**config.mk**
```make
export PLATFORM = sky130hd
export DESIGN_NAME = register_file
export DESIGN_NICKNAME = d
export VERILOG_FILES = /design/src/rtl/register_file.sv
export SDC_FILE = /design/constraint.sdc
export NUM_CORES = 1
export LEC_CHECK = 0
export BUFFER_PORTS_ARGS = -buffer_cell sky130_fd_sc_hd__clkbuf_2
export CELL_PAD_IN_SITES_DETAIL_PLACEMENT = 2
export CELL_PAD_IN_SITES_GLOBAL_PLACEMENT = 2
export CORE_ASPECT_RATIO = 1.1
export CORE_MARGIN = 8
export CORE_UTILIZATION = 40
export CTS_CLUSTER_DIAMETER = 40
export CTS_CLUSTER_SIZE = 8
export DETAILED_ROUTE_END_ITERATION = 8
export PLACE_DENSITY = 0.83
export SYNTH_ARGS = -nofsm -noshare
export SYNTH_HDL_FRONTEND = slang
export SYNTH_SLANG_ARGS = --single-unit
export TNS_END_PERCENT = 30
```
**constraint.sdc**
```tcl
create_clock -name clk -period 3.34 [get_ports clk]
set_input_delay 0 -clock clk [delete_from_list [all_inputs] [get_ports clk]]
set_output_delay 0 -clock clk [all_outputs]
set_load 0.02 [all_outputs]
```
**src/rtl/register_file.sv**
```systemverilog
// Multi-ported register file for the datapath: 2**ADDR_WIDTH entries of
// DATA_WIDTH bits, two combinational read ports and one synchronous write port.
//
// Ports:
//   clk         system clock, all state updates on the rising edge
//   rst         synchronous active-high reset, clears every entry
//   write_en    write enable for the write port
//   write_adr   destination entry for the write
//   write_data  data to store
//   read_adr_a  entry selected onto reg_a
//   read_adr_b  entry selected onto reg_b
//   reg_a       contents of entry read_adr_a (combinational)
//   reg_b       contents of entry read_adr_b (combinational)
module register_file #(
    parameter int unsigned DATA_WIDTH = 48,
    parameter int unsigned ADDR_WIDTH = 2
) (
    input  logic                  clk,
    input  logic                  rst,
    input  logic                  write_en,
    input  logic [ADDR_WIDTH-1:0] write_adr,
    input  logic [DATA_WIDTH-1:0] write_data,
    input  logic [ADDR_WIDTH-1:0] read_adr_a,
    input  logic [ADDR_WIDTH-1:0] read_adr_b,
    output logic [DATA_WIDTH-1:0] reg_a,
    output logic [DATA_WIDTH-1:0] reg_b
);

    localparam int unsigned NUM_ENTRIES = 2 ** ADDR_WIDTH;

    logic [DATA_WIDTH-1:0] entries [NUM_ENTRIES];

    // Storage update; reset wins over a coincident write.
    always_ff @(posedge clk) begin
        if (rst) begin
            for (int i = 0; i < int'(NUM_ENTRIES); i++) begin
                entries[i] <= '0;
            end
        end else if (write_en) begin
            entries[write_adr] <= write_data;
        end
    end

    // Read ports see stored state only; a same-cycle write is not bypassed.
    assign reg_a = entries[read_adr_a];
    assign reg_b = entries[read_adr_b];

endmodule

```
# == Word-level counts from Yosys, hierarchy flattened ==
# Memory sizes are Yosys's and may differ from the RTL's.
# Cells that the tools add are included.
# totals
regBits,0
latchBits,0
mem_bits_rw,192
mem_bits_ro,0
in_bits,57
output_inout_bits,96
word_cells,10
memories,1
# memory_table
name,depth,width,read_ports,rd_clocked_by_memory_dff,write_ports,line_no,rtl
entries,4,48,2,0,4,31,logic [DATA_WIDTH-1:0] entries [NUM_ENTRIES];
# classes
add_sub_neg,0
n_mul,0
n_div,0
n_lt_le_gt_ge,0
n_eq_ne,0
shifts,0
muxes,8
bitwise_logic,0
n_reduce_logical,1
# ops
operator,count
48-bit two-way mux,1
48-bit OR reduction,1
1-bit two-way mux,6
2-bit two-way mux,1

# == Depth between registers and ports, before layout ==
# Gate-level depths: netlist of the first run.
# logic_depth
ltp_word,5
mapped_depth,4
ltp_nobuf,2

# == Least setup slack after synthesis of the first run ==
# No wires, ideal clock.
# synth_path
kind,input to register
start,input write_adr[0]
end,"memory entries[0][0], enable pin"
setup_ns,0.464
t_arrival_ns,2.399
required_ns,2.876
setup_slack_ns,0.477
cell_stages,2
n_path_buf,0
path_cell_list,nand2b_1 o21bai_1
# synth_lines
item,line_no,rtl
from (decl),21,"input logic [ADDR_WIDTH-1:0] write_adr,"
to (decl),31,

# == Worst setup path in the final report of the first run ==
# layout_path
start,input read_adr_a[0]
end,output reg_a[5]
# layout_via
elab_chain_len,1
# layout_lines
item,line_no,rtl
from (decl),23,"input logic [ADDR_WIDTH-1:0] read_adr_a,"
memory read 4 x 48 bit,n/a,
to (decl),25,"output logic [DATA_WIDTH-1:0] reg_a,"
# Every way passes these cells.

==> impl_metrics.json, run 1 <==
{
  "status": "complete, no violations",
  "grt_overflow": 0,
  "muxShareOfSynthArea_pct": 22.7,
  "n_fill_cell": 2147,
  "largest_reg_flops": 192,
  "rsz0062_at_grt": "no",
  "dieArea_um2": 29000,
  "holdWs_ns": 0.284,
  "fin_util_pct": 49.2,
  "worstPathArrival_ns": 1.64,
  "die_y_um": 178,
  "crit_slowest_cell": "buf_4",
  "fmax_mhz": 609,
  "cts.reportedPaths.clkPinSlew_ns": 0.08,
  "synth-simple-area-share_pct": 13.4,
  "htree_levels": 4,
  "leakagePower_nw": 4.30,
  "worstSetupEndpoint": "reg_a[5]",
  "cts_resized": 0,
  "p_per_area_nw_per_um2": 525,
  "cts_max_path_buffers": 2,
  "core_um2": 23500,
  "clock_sinks": 192,
  "critPathTopFamily": "buffers and inverters",
  "routed-via-count": 5649,
  "report.final.setup_viol": 0,
  "die_w_um": 163,
  "pre_cts_slack_ns": 1.41,
  "slew_headroom_pct": 30.6,
  "finalCriticalPeriod_ns": 1.64,
  "hp-class": "in2reg",
  "hold_viol_final": 0,
  "hold_path_depth": 2,
  "grt_pass1_vias": 6703,
  "port_buffers": 152,
  "grt_pass1_wl_um": 43100,
  "crit_chain": "buf_4 -> mux4_2 -> clkbuf_2",
  "antenna_left": 0,
  "start_util_pct": 40.5,
  "cp.depth": 3,
  "area_delta_synth_final_pct": 21.6,
  "worstSetupStartpoint": "read_adr_a[0]",
  "slew_violations": 0,
  "grt_max_degree": 49,
  "drc_errors": 0,
  "largest-register": "entries",
  "syn_area_per_cell_um2": 18.0,
  "critical_path.max_stage_delay_ns": 0.77,
  "cp_data_required_time_ns": 3.34,
  "synth_cell_types": 16,
  "via_per_inst": 5.45,
  "num_rows": 59,
  "diodes": 0,
  "drtPass1Iterations": 4,
  "synth_xor_area_share_pct": 0,
  "drt_wl_total_um": 28400,
  "antenna_found_initial": 1,
  "synth_fp_nets": 587,
  "irDropWorstVdd_uv": 326,
  "fin_nets": 775,
  "reg_top3": "entries x192",
  "wl_per_cell_um": 27.4,
  "yosys_warnings": 0,
  "synthAdderAreaFrac_pct": 0,
  "drive_above_1_share_pct": 40.8,
  "hpwl_um": 18000,
  "synth-seq-cells": 192,
  "ctsRootBufferMaster": "clkbuf_16",
  "grt_usage_pct": 20.3,
  "path_buf_inv": 2,
  "syn_inst": 530,
  "synth_top_family_by_area": "multiplexers",
  "synth_compound_area_share_pct": 0.341,
  "ctsHoldBuffers": 48,
  "place_congestion": 0.723,
  "end_kind": "output pin",
  "maxCapViolCount": 0,
  "finalSetupTns_ns": 0,
  "worstMarginPinSlew_ns": 1.04,
  "pin_count": 153,
  "timing.final.ws_setup_ns": 1.70,
  "worstPathMaxFanout": 48,
  "drt_iter0_markers": 313,
  "cts_tree": "yes",
  "syn_area_um2": 9540,
  "cts_inserted_buffers": 17,
  "postCtsSetupBuffers": 0,
  "fin_crit_sh_pct": 49.2,
  "start_kind": "primary input",
  "seq_area_frac_synth_pct": 60.5,
  "path_class": "in2out"
}
[cell type report]
type,count,area (um2),share of cell area [%]
clock buffer,18,429,3.70
clock inverter,14,183,1.58
inverter,1,3.75,0.0324
multi-input combinational,297,3520,30.4
sequential,192,5770,49.7
tap,305,382,3.29
timing repair buffer,209,1310,11.3
[synth_stat cells]
cell type | count | area [um2]
edfxtp_1 | 192 | 5770
and2_1 | 189 | 1180
mux4_2 | 96 | 2160
buf_6 | 15 | 169
clkbuf_1 | 10 | 37.5
buf_2 | 7 | 35.0
buf_4 | 4 | 30.0
clkbuf_2 | 4 | 20.0
and2_4 | 3 | 26.3
a31o_2 | 2 | 17.5
and4bb_4 | 2 | 32.5
o21bai_1 | 2 | 15.0
inv_1 | 1 | 3.75
nand2b_1 | 1 | 6.26
nor2b_2 | 1 | 8.76
nor4b_4 | 1 | 23.8
[placed cells by master, fill, tap and decap left out, types with 2 or more instances in the layout]
| master | instances |
|---|---|
| buf_4 | 11 |
| mux4_2 | 96 |
| a31o_4 | 2 |
| clkinvlp_4 | 3 |
| clkbuf_16 | 17 |
| clkbuf_2 | 150 |
| and2_4 | 3 |
| inv_8 | 2 |
| o21bai_4 | 2 |
| and4bb_4 | 2 |
| clkinv_4 | 4 |
| and2_1 | 189 |
| edfxtp_1 | 192 |
| dlygate4sd3_1 | 48 |
| bufinv_16 | 3 |
[how the worst min path moves through the flow]
stage | start | slack, ns | end
floorplan | write_data[0] | 0.20 | entries[0][0]$_SDFFCE_PN0P_
global placement | write_data[9] | 0.31 | entries[3][9]$_DFFE_PP_
detailed placement | write_data[9] | 0.32 | entries[2][9]$_SDFFCE_PN0P_
CTS | write_adr[1] | 0.28 | entries[0][14]$_SDFFCE_PN0P_
global route | write_adr[1] | 0.28 | entries[0][9]$_SDFFCE_PN0P_
finish | write_adr[1] | 0.28 | entries[0][9]$_SDFFCE_PN0P_
[metal layers]
metal | vias to the layer above | GRT usage, % | routed length (um)
met5 | - | 0 | 10
met4 | 2 | 3.52 | 210
met3 | 17 | 4.62 | 1450
met2 | 168 | 36.4 | 15200
met1 | 3015 | 24.9 | 11600
li1 | 2447 | - | -
[kinds of logic after synthesis]
| logic type | after synthesis |
|---|---|
| muxes | 96 |
| buffers and inverters | 41 |
| DFF | 192 |
| AOI/OAI and AO/OA | 4 |
| and+or+nand+nor | 197 |
[through the flow]
step	total power [W]	cells	instance area, um2
floorplan	0.00357	530	9540
CTS	0.00614	1036	11600
detailed placement	0.00396	956	10500
global placement	0.00390	956	10500
finish	0.00608	1036	11600
global route	0.00630	1036	11600
[power breakdown]
| group | internal, W | total (W) | leakage, nW | switching (W) |
|---|---|---|---|---|
| Sequential | 0.00285 | 0.00296 | 1.89 | 0.000105 |
| Clock | 0.00120 | 0.00214 | 0.288 | 0.000948 |
| Combinational | 0.000417 | 0.000981 | 2.12 | 0.000564 |
| Total | 0.00447 | 0.00608 | 4.30 | 0.00162 |
Power figures use the tool's default switching activity.
==> run 2, diff against run 1 <==
clock period = 1.6 ns   (was 3.34 ns; I/O delays follow)
==> impl_metrics.json, run 2 (synthesized netlist as in run 1, its figures left out) <==
{
  "cts.reportedPaths.clkPinSlew_ns": 0.07,
  "die_y_um": 178,
  "core_um2": 23500,
  "cp_data_required_time_ns": 1.60,
  "crit_slowest_cell": "mux4_2",
  "dpl_cell_area_um2": 10700,
  "via_per_inst": 5.48,
  "reg_top3": "entries x192",
  "crit_chain": "mux4_2 -> clkbuf_2",
  "drive_above_1_share_pct": 40.6,
  "grt_pass1_wl_um": 42000,
  "num_rows": 59,
  "die_w_um": 163,
  "p_per_area_nw_per_um2": 1060,
  "ctsRootBufferMaster": "clkbuf_16",
  "worstPathMaxFanout": 2,
  "place_congestion": 0.701,
  "fin_nets": 779,
  "drt_wl_total_um": 27100,
  "fmax_mhz": 640,
  "worstMarginPinSlew_ns": 1.19,
  "fin_area_um2": 11700,
  "htree_levels": 4,
  "pin_count": 153,
  "hold_viol_final": 0,
  "diodes": 0,
  "maxCapViolCount": 0,
  "end_kind": "output pin",
  "path_buf_inv": 1,
  "path_class": "reg2out",
  "hp-class": "in2reg",
  "hpwl_um": 16300,
  "irDropWorstVdd_uv": 756,
  "wl_per_cell_um": 26.0,
  "dieArea_um2": 29000,
  "area_delta_synth_final_pct": 22.8,
  "drtPass1Iterations": 5,
  "antenna_found_initial": 0,
  "leakagePower_nw": 4.33,
  "start_util_pct": 40.5,
  "fin_crit_sh_pct": 97.6,
  "cts_max_path_buffers": 2,
  "fin_util_pct": 49.7,
  "largest_reg_flops": 192,
  "clock_sinks": 192,
  "antenna_left": 0,
  "grt_usage_pct": 19.4,
  "grt_max_degree": 49,
  "rsz0062_at_grt": "no",
  "worstPathArrival_ns": 1.56,
  "start_kind": "register",
  "critical_path.max_stage_delay_ns": 0.54,
  "grt_pass1_vias": 6815,
  "finalCriticalPeriod_ns": 1.56,
  "critPathTopFamily": "multiplexers",
  "final_common_cell": "edfxtp_1",
  "report.final.setup_viol": 0,
  "final_cell_mix": "edfxtp_1 (192), and2_1 (189), clkbuf_2 (148)",
  "slew_violations": 0,
  "drt_iter0_markers": 292,
  "slew_headroom_pct": 20.6,
  "routed-via-count": 5694,
  "grt_overflow": 0,
  "cts_inserted_buffers": 17,
  "cts_tree": "yes",
  "drc_errors": 0,
  "status": "complete, no violations",
  "port_buffers": 152,
  "largest-register": "entries"
}
-- run 2: final timing paths --
kind / startpoint / to / slack (ns) / cells after the start
setup / recovery: entries[3][7]$_DFFE_PP_ / reg_a[7] / 0.04 / 2
hold / removal: rst / entries[3][21]$_DFFE_PP_ / 0.28 / 3
-- run 2: final cells by class --
class | instances | area, um2
Inverter | 1 | 3.75
Sequential cell | 192 | 5770
Clock inverter | 10 | 115
Fill cell | 2195 | 11800
Multi-Input combinational cell | 297 | 3520
Clock buffer | 21 | 440
Timing Repair Buffer | 213 | 1480
Tap cell | 305 | 382
-- run 2: metal layers --
metal	track usage, %	part of all wire [%]	up-vias
li1	-	-	2449
met2	33.7	52	181
met4	3.56	0.56	0
met5	0	0	-
met1	24.6	42	3052
met3	4.45	5.5	12
-- run 2: tightest hold or removal path, stage by stage --
cell      delay, ns
clkbuf_2       0.12
nor2b_4        0.19
and2_1         0.24
-- run 2: stage by stage --
stage                     cells  hold WS [ns]  setup WS [ns]  TNS (ns)  power [W]
final                      1039         0.283         0.0381         0     0.0124
after global routing       1039         0.317       0.000625         0     0.0128
after CTS                  1039         0.284         0.0189         0     0.0125
after detailed placement    960         0.325          0.104         0    0.00830
after global placement      960         0.308          0.139         0    0.00819
after floorplan             530         0.198         -0.265    -25.45    0.00745
-- run 2: timing repair --
item	CTS	global route
hold endpoints to repair	192	0
endpoints found under the setup margin	0	2
resized for setup	0	6
hold buffers	48	0
buffers inserted	0	0
-- run 2: power by group --
part / internal (W) / leakage (nW) / switching (W)
clock network: 0.00229 / 0.253 / 0.00185
logic: 0.000922 / 2.19 / 0.00119
registers: 0.00595 / 1.89 / 0.000197
total: 0.00916 / 4.33 / 0.00323
